`config.mk`:
```
export PLATFORM = sky130hd
export DESIGN_NAME = trig_phase_link_decoder
export DESIGN_NICKNAME = d
export VERILOG_FILES = /design/src/rtl/trig_phase_link_decoder.sv
export SDC_FILE = /design/constraint.sdc
export NUM_CORES = 1
export LEC_CHECK = 0
export ABC_AREA = 1
export ABC_CLOCK_PERIOD_IN_PS = 2100
export CAP_MARGIN = 30
export CORE_ASPECT_RATIO = 0.6
export CORE_MARGIN = 5
export CORE_UTILIZATION = 47
export CTS_CLUSTER_DIAMETER = 100
export DETAILED_ROUTE_END_ITERATION = 16
export HOLD_SLACK_MARGIN = 0.1
export PLACE_DENSITY = 0.7
export SKIP_LAST_GASP = 1
export SLEW_MARGIN = 0
export SYNTH_ARGS = -nofsm -noshare
export SYNTH_HDL_FRONTEND = slang
export SYNTH_SLANG_ARGS = --single-unit
```
`constraint.sdc`:
```
create_clock -name clk160 -period 2.1 [get_ports clk160]
set_clock_uncertainty 0.05 [all_clocks]
set_input_delay 0.42 -clock clk160 [delete_from_list [all_inputs] [get_ports clk160]]
set_output_delay 0.42 -clock clk160 [all_outputs]
set_load 0.01 [all_outputs]
```
`src/rtl/trig_phase_link_decoder.sv`:
```
// Trigger-phase link decoder: aligns the 4-byte frame on the idle pattern and recovers trigger pulses and their phase.
// Latency one clk160 from the slot-3 byte to trig/status outputs; no backpressure (free-running byte stream in, pulses out).
module trig_phase_link_decoder #(
   parameter int unsigned LOCK_FRAMES = 4,
   parameter int unsigned UNLOCK_ERRS = 3,
   parameter logic [7:0]  IDLE_B0     = 8'h35,
   parameter logic [7:0]  IDLE_BN     = 8'h33
) (
   input  logic        clk160,
   input  logic        reset,
   input  logic [7:0]  rx_byte,
   input  logic        clear_counts,
   output logic        locked,
   output logic        frame_start,
   output logic        trig_valid,
   output logic [7:0]  trig_phase_out,
   output logic [31:0] trig_count,
   output logic [15:0] err_count
);

   typedef enum logic [1:0] {
      ST_HUNT   = 2'd0,
      ST_VERIFY = 2'd1,
      ST_LOCKED = 2'd2
   } state_t;

   localparam logic [7:0] LOCK_N   = 8'(LOCK_FRAMES);
   localparam logic [7:0] UNLOCK_N = 8'(UNLOCK_ERRS);

   state_t      state_q, state_d;
   logic [31:0] w_q, w_d;
   logic [1:0]  slot_q, slot_d;
   logic [7:0]  good_q, good_d;
   logic [7:0]  bad_q, bad_d;
   logic        frame_start_q, frame_start_d;
   logic        trig_valid_q, trig_valid_d;
   logic [7:0]  phase_q, phase_d;
   logic [31:0] trig_count_q, trig_count_d;
   logic [15:0] err_count_q, err_count_d;

   logic [31:0] frame;
   logic        is_idle;
   logic        is_trig;
   logic        eval;
   logic [7:0]  good_inc;
   logic [7:0]  bad_inc;
   logic [7:0]  rx_rev;

   // Slot 0 is the oldest byte of the candidate frame.
   assign frame    = {w_q[23:0], rx_byte};
   assign is_idle  = (frame[31:24] == IDLE_B0) && (frame[23:16] == IDLE_BN) &&
                     (frame[15:8] == IDLE_BN) && (frame[7:0] == IDLE_BN);
   assign is_trig  = (frame[31:8] == 24'h000000);
   assign eval     = (slot_q == 2'd3);
   assign good_inc = good_q + 8'd1;
   assign bad_inc  = bad_q + 8'd1;

   always_comb begin
      rx_rev = 8'h00;
      for (int i = 0; i < 8; i++) begin
         rx_rev[i] = rx_byte[7-i];
      end
   end

   always_comb begin
      state_d       = state_q;
      w_d           = {w_q[23:0], rx_byte};
      slot_d        = slot_q + 2'd1;
      good_d        = good_q;
      bad_d         = bad_q;
      frame_start_d = (state_q != ST_HUNT) && (slot_q == 2'd0);
      trig_valid_d  = 1'b0;
      phase_d       = phase_q;
      trig_count_d  = trig_count_q;
      err_count_d   = err_count_q;

      case (state_q)
         ST_HUNT: begin
            slot_d = 2'd0;
            if (is_idle) begin
               good_d = 8'd1;
               if (LOCK_N <= 8'd1) begin
                  state_d = ST_LOCKED;
                  bad_d   = 8'd0;
               end else begin
                  state_d = ST_VERIFY;
               end
            end
         end

         ST_VERIFY: begin
            if (eval) begin
               if (is_idle) begin
                  good_d = good_inc;
                  if (good_inc >= LOCK_N) begin
                     state_d = ST_LOCKED;
                     bad_d   = 8'd0;
                  end
               end else if (is_trig) begin
                  good_d = 8'd0;
               end else begin
                  state_d = ST_HUNT;
                  slot_d  = 2'd0;
                  good_d  = 8'd0;
               end
            end
         end

         ST_LOCKED: begin
            if (eval) begin
               if (is_idle) begin
                  bad_d = 8'd0;
               end else if (is_trig) begin
                  bad_d        = 8'd0;
                  trig_valid_d = 1'b1;
                  phase_d      = rx_rev;
                  trig_count_d = trig_count_q + 32'd1;
               end else begin
                  if (err_count_q != 16'hFFFF) begin
                     err_count_d = err_count_q + 16'd1;
                  end
                  bad_d = bad_inc;
                  if (bad_inc >= UNLOCK_N) begin
                     state_d = ST_HUNT;
                     slot_d  = 2'd0;
                     good_d  = 8'd0;
                     bad_d   = 8'd0;
                  end
               end
            end
         end

         default: begin
            state_d = ST_HUNT;
            slot_d  = 2'd0;
            good_d  = 8'd0;
            bad_d   = 8'd0;
         end
      endcase

      // A clear coinciding with an increment leaves the counter at zero.
      if (clear_counts) begin
         trig_count_d = 32'd0;
         err_count_d  = 16'd0;
      end
   end

   always_ff @(posedge clk160) begin
      if (reset) begin
         state_q       <= ST_HUNT;
         w_q           <= 32'd0;
         slot_q        <= 2'd0;
         good_q        <= 8'd0;
         bad_q         <= 8'd0;
         frame_start_q <= 1'b0;
         trig_valid_q  <= 1'b0;
         phase_q       <= 8'd0;
         trig_count_q  <= 32'd0;
         err_count_q   <= 16'd0;
      end else begin
         state_q       <= state_d;
         w_q           <= w_d;
         slot_q        <= slot_d;
         good_q        <= good_d;
         bad_q         <= bad_d;
         frame_start_q <= frame_start_d;
         trig_valid_q  <= trig_valid_d;
         phase_q       <= phase_d;
         trig_count_q  <= trig_count_d;
         err_count_q   <= err_count_d;
      end
   end

   assign locked         = (state_q == ST_LOCKED);
   assign frame_start    = frame_start_q;
   assign trig_valid     = trig_valid_q;
   assign trig_phase_out = phase_q;
   assign trig_count     = trig_count_q;
   assign err_count      = err_count_q;

endmodule

```
# ---- Word level (Yosys, flattened, before mapping)
# Cells that the tools add are included.
dict set report op_classes {
  addsub 5
  multipliers 0
  div 0
  order_cmp 2
  eq_ne 18
  n_shift 0
  muxes 35
  bitwise_logic 5
  reduce_logical 15
}
# op n
set op_table {}
lappend op_table {{8-bit 2-to-1 mux} 14}
lappend op_table {{8-bit one-hot mux with 3 select lines} 2}
lappend op_table {{32-bit by 1-bit adder with 32-bit output (second input constant)} 1}
lappend op_table {{8-bit by 6-bit equality test with 1-bit output (second input constant)} 4}
lappend op_table {{2-bit 2-to-1 mux} 16}
lappend op_table {{24-bit zero test} 1}
lappend op_table {{16-bit by 1-bit adder with 16-bit output (second input constant)} 1}
lappend op_table {{8-bit by 1-bit adder with 8-bit output (second input constant)} 2}
lappend op_table {{16-bit != test (second input constant)} 1}
lappend op_table {{2-bit != test (second input constant)} 6}
lappend op_table {{5-bit AND reduction} 2}
lappend op_table {{8-bit by 2-bit greater-or-equal comparator with 1-bit output (second input constant)} 1}
lappend op_table {{8-bit by 3-bit greater-or-equal comparator with 1-bit output (second input constant)} 1}
lappend op_table {{8-bit AND reduction} 1}
lappend op_table {{3-bit != test (second input constant)} 2}
lappend op_table {{2-bit one-hot mux with 3 select lines} 1}
lappend op_table {{6-bit AND reduction} 1}
lappend op_table {{1-bit inverter} 5}
lappend op_table {{2-bit equality test (second input constant)} 2}
lappend op_table {{1-bit logical AND} 4}
lappend op_table {{2-bit zero test} 2}
lappend op_table {{2-bit by 1-bit != test with 1-bit output (second input constant)} 2}
lappend op_table {{2-bit one-hot mux with 2 select lines} 1}
lappend op_table {{4-bit AND reduction} 1}
lappend op_table {{other kinds (6)} 6}
dict set report totals {
  ff_bits 102
  latch_bits 0
  mem_bits_rw 0
  rom_bits 0
  input_bits 11
  wordCells 90
  mem_count 0
}

# ---- Depth between registers and ports, before layout
dict set report logic_depth {
  word_depth 7
  ltp_mapped 13
}

# ---- Worst setup path after synthesis
# OpenSTA, ideal clock, no wires.
dict set report synth_timing {
  kind {reg2reg}
  from {register state_q[0]}
  to {register good_q[0]}
  setup_ns 0.116
  t_arrival_ns 1.620
  t_required_ns 1.934
  slack_ns 0.314
  path_stages_with_launch 14
  n_path_buf 0
  period_less_slack_ns 1.786
  path_cell_list {dfxtp_1 > inv_1 > ha_1 > inv_1 > nor2_1 > nand2_1 > a21oi_1 > nand3_1 > inv_1 > nor2_4 > nand2_2 > clkinv_2 > nor2_1 > nor2_1}
}
dict set report synth_between {
  elab_chain_len 3
  word_cells_on_any_way 11
  classes_between {8 x eq/ne; 1 x mux; 2 x reduce/logical}
}
# element line
set synth_rtl {}
lappend synth_rtl {{from (decl)} 30} ;# state_t state_q, state_d;
lappend synth_rtl {{from (signal assigned)} 161} ;# state_q <= state_d;
lappend synth_rtl {{2-bit equality test *} --}
lappend synth_rtl {{via locked} 13} ;# output logic locked,
lappend synth_rtl {{2-bit by 1-bit != test with 1-bit output (no source line) or 2-bit != test (tied branches)} --}
lappend synth_rtl {{6-bit AND reduction (no source line)} --}
lappend synth_rtl {{to (signal assigned)} 164} ;# good_q <= good_d;
lappend synth_rtl {{to (decl)} 33} ;# logic [7:0] good_q, good_d;
# Mark *: on every way through the listed nets, which the timed path passes. The rest lies on a longest branch.
# A chain may end at the register's enable or synchronous reset.

# ---- Worst setup path after layout
dict set report layout_timing {
  from {register trig_count_q[1] (netlist: trig_count[1])}
  to {register trig_count_q[28] (netlist: trig_count[28])}
}
dict set report layout_between {
  elab_chain_len 1
}
# element line
set layout_rtl {}
lappend layout_rtl {{from (decl)} 38} ;# logic [31:0] trig_count_q, trig_count_d;
lappend layout_rtl {{from (signal assigned)} 169} ;# trig_count_q <= trig_count_d;
lappend layout_rtl {{32-bit by 1-bit adder with 32-bit output} 117} ;# trig_count_d = trig_count_q + 32'd1;
# Every way passes these cells.

==> flow_summary.toml <==
[status]
status = "finished, final reports clean"

[critical_path]
path_delay_family = "simple AND/OR/NAND/NOR gates"
slowest_stage = "dfxtp_1"
path_class = "flip-flop to flip-flop"
end_kind = "flip-flop"
cp.required_ns = 2.34
crit_buf_inv = 0
startpoint_type = "flip-flop"
crit_chain = "ha_1 -> nand3_1 -> nor2_4 -> nand2_2 -> nor2_2 -> nand2_2 -> nor2_2 -> nand3b_1 -> o21ai_1 -> nand2_1 -> nor2_1"
max_stage_delay_ns = 0.39
worstPathArrival_ns = 2.19
crit_fanout = 4

[final_layout]
layout_commonest_cell = "nand2_1"
drive_gt1_share_pct = 10.3
layout.nets = 859
final_cell_mix = "150 x nand2_1, 144 x nor2_1, 101 x dfxtp_1"
syn2layout_area_growth_pct = 27.3
postLayoutCoreUtil_pct = 61.1
antenna_cells = 0

[die]
die_area_mm2 = 0.0130
chipWidth_um = 144
die_h_um = 90.4
initial_utilization_pct = 48.0
fp-row-count = 29
io_pins = 70
core-area_mm2 = 0.0106

[power_and_ir_drop]
max-vdd-ir-drop_v = 0.000480
p_per_area_mw_per_mm2 = 614
p_leak_uw = 0.00250
fin_total_pwr_uw = 3960

[cts]
cts.sinks = 102
cts-root-buf = "clkbuf_16"
cts_buffer_depth = 2
cts_tree = "built"
cts.clk_slew.worst_paths_ns = 0.07
cts_buffers = 9
h-tree-depth = 3
clkLatencyLatePin_ns = 0.35

[synth]
netlist.top_cell.by_area = "dfxtp_1"
syn-num-nets = 762
synthTopCellsByArea = "dfxtp_1 40%, nand2_1 11%, nor2_1 11%"
synth_async_sr_flop_share_pct = 0
ys_seq_area_share_pct = 40.3
yosys_warnings = 0
ys_types = 32
syn_inst = 741
synth_edf_count = 0
synth_top_area_share_pct = 40.3
synth_seq_cells = 102
synthesis.area_mm2 = 0.00506
syn_area_per_cell_um2 = 6.84
synth_flop_cell = "dfxtp_1"

[timing]
setup_viol = 0
tns_ns = 0
max_freq_ghz = 0.513
drv_slew = 0
layout_setup_ws_ns = 0.150
period_share_pct = 92.9
worst_pin_slew_ns = 0.350
maxSlewHeadroom_pct = 76.7
report.final.hold_viol_count = 0
min_period_ns = 1.95
rsz0062_at_grt = "yes"
fin_hold_ws_ns = 0.381

[routing]
finalWirelength_um = 13100
dr.max_layer_used = "met4"
dr.first_iter.drc_count = 455
wl_met2_um = 5390
wirelength_met1_um = 6900
avgViaCountPerCell = 4.97
routedWlPerCell_um = 13.4
drc = 0
drtPass1Iterations = 5
postRouteAntennaNets = 0
dr_wl_met3_um = 692
vias = 4880

[flow_run]
cap_violations = 0

[place]
gp_congestion = 0.877
port_buffers = 69
dp_hpwl_um = 9870
dp_slack_ns = -0.260

[grt]
grtUsageTotal_pct = 20.4
overflow = 0
grt_start_max_net_pins = 32
grt_pass1_vias = 4464
antenna_found_initial = 0
grt_pass1_wl_um = 21800

[worst_hold_path]
hp-class = "flip-flop to flip-flop"
registers in the layout (all words and copies together), names as in the netlist:
register,cells
good_q,8
err_count,16
state_q,2
trig_phase_out,8
bad_q,8
trig_count,32
slot_q,2
frame_start,1
trig_valid,1
w_q,24
area by class of cell:
class | count | area (um^2)
Multi-Input combinational cell | 531 | 2610
Clock buffer | 11 | 253
Fill cell | 971 | 4110
Timing Repair Buffer | 102 | 966
Sequential cell | 102 | 2040
Clock inverter | 4 | 55.1
Inverter | 92 | 347
Tap cell | 139 | 174
kinds of logic after synthesis:
| logic type | share of synthesized area (%) |
|---|---|
| and+or+nand+nor | 36.2 |
| DFF | 40.3 |
| buffers and inverters | 8.52 |
| adders and majority gates | 2.47 |
| xor gates and xnor gates | 3.98 |
| AOI/OAI and AO/OA | 8.55 |
tightest hold or removal path, stage by stage (launching register included):
cell,delay (ns)
dfxtp_1,0.32
inv_1,0.05
nor2_1,0.03
through the flow:
step,cell area (um^2),std cells
6_report,6450,981
3_3_place_gp,6090,962
4_1_cts,6410,977
5_1_grt,6450,981
3_5_place_dp,6090,962
2_1_floorplan,5060,741
synth_stat cells, types with 3 or more instances:
library cell  number
nor2_2            13
nor2_1           145
xor2_1            12
nand4_1           14
ha_1              10
xnor2_1           11
nor3_1            18
nand3_1           48
o21ai_1            4
inv_1             89
o21bai_1           3
nand2_2           11
nor3b_1            4
clkbuf_1          10
nor2_4             3
nand3b_1           5
o21ai_0           27
a21oi_1           43
dfxtp_1          102
nand2_1          150
power breakdown:
part,switching [uW],internal (uW)
sequential,22.7,1960
clock,723,991
combinational,154,107
total,900,3060
worst paths after layout:
check,end,slack [ns],cells after the start,startpoint
worst min register to register,w_q[22],0.38,2,w_q[14]
worst max register to register,trig_count[28],0.15,11,trig_count[1]
worst min-delay path,w_q[22],0.38,2,w_q[14]
worst max-delay path,trig_count[28],0.15,11,trig_count[1]
layer usage:
| layer | GRT usage (%) | up-vias |
|---|---|---|
| met5 | 0 | - |
| met4 | 5.25 | 0 |
| met3 | 3.97 | 15 |
| met2 | 28.4 | 126 |
| met1 | 31.6 | 2211 |
| li1 | - | 2528 |
what timing repair did:
item | in CTS | in global routing
setup endpoints to repair | 1 | 14
hold buffers | 0 | 0
cloned | 0 | 0
buffers inserted | 0 | 4
pin swaps | 0 | 1
resized for setup | 3 | 4
(Power assumes the default switching activity.)
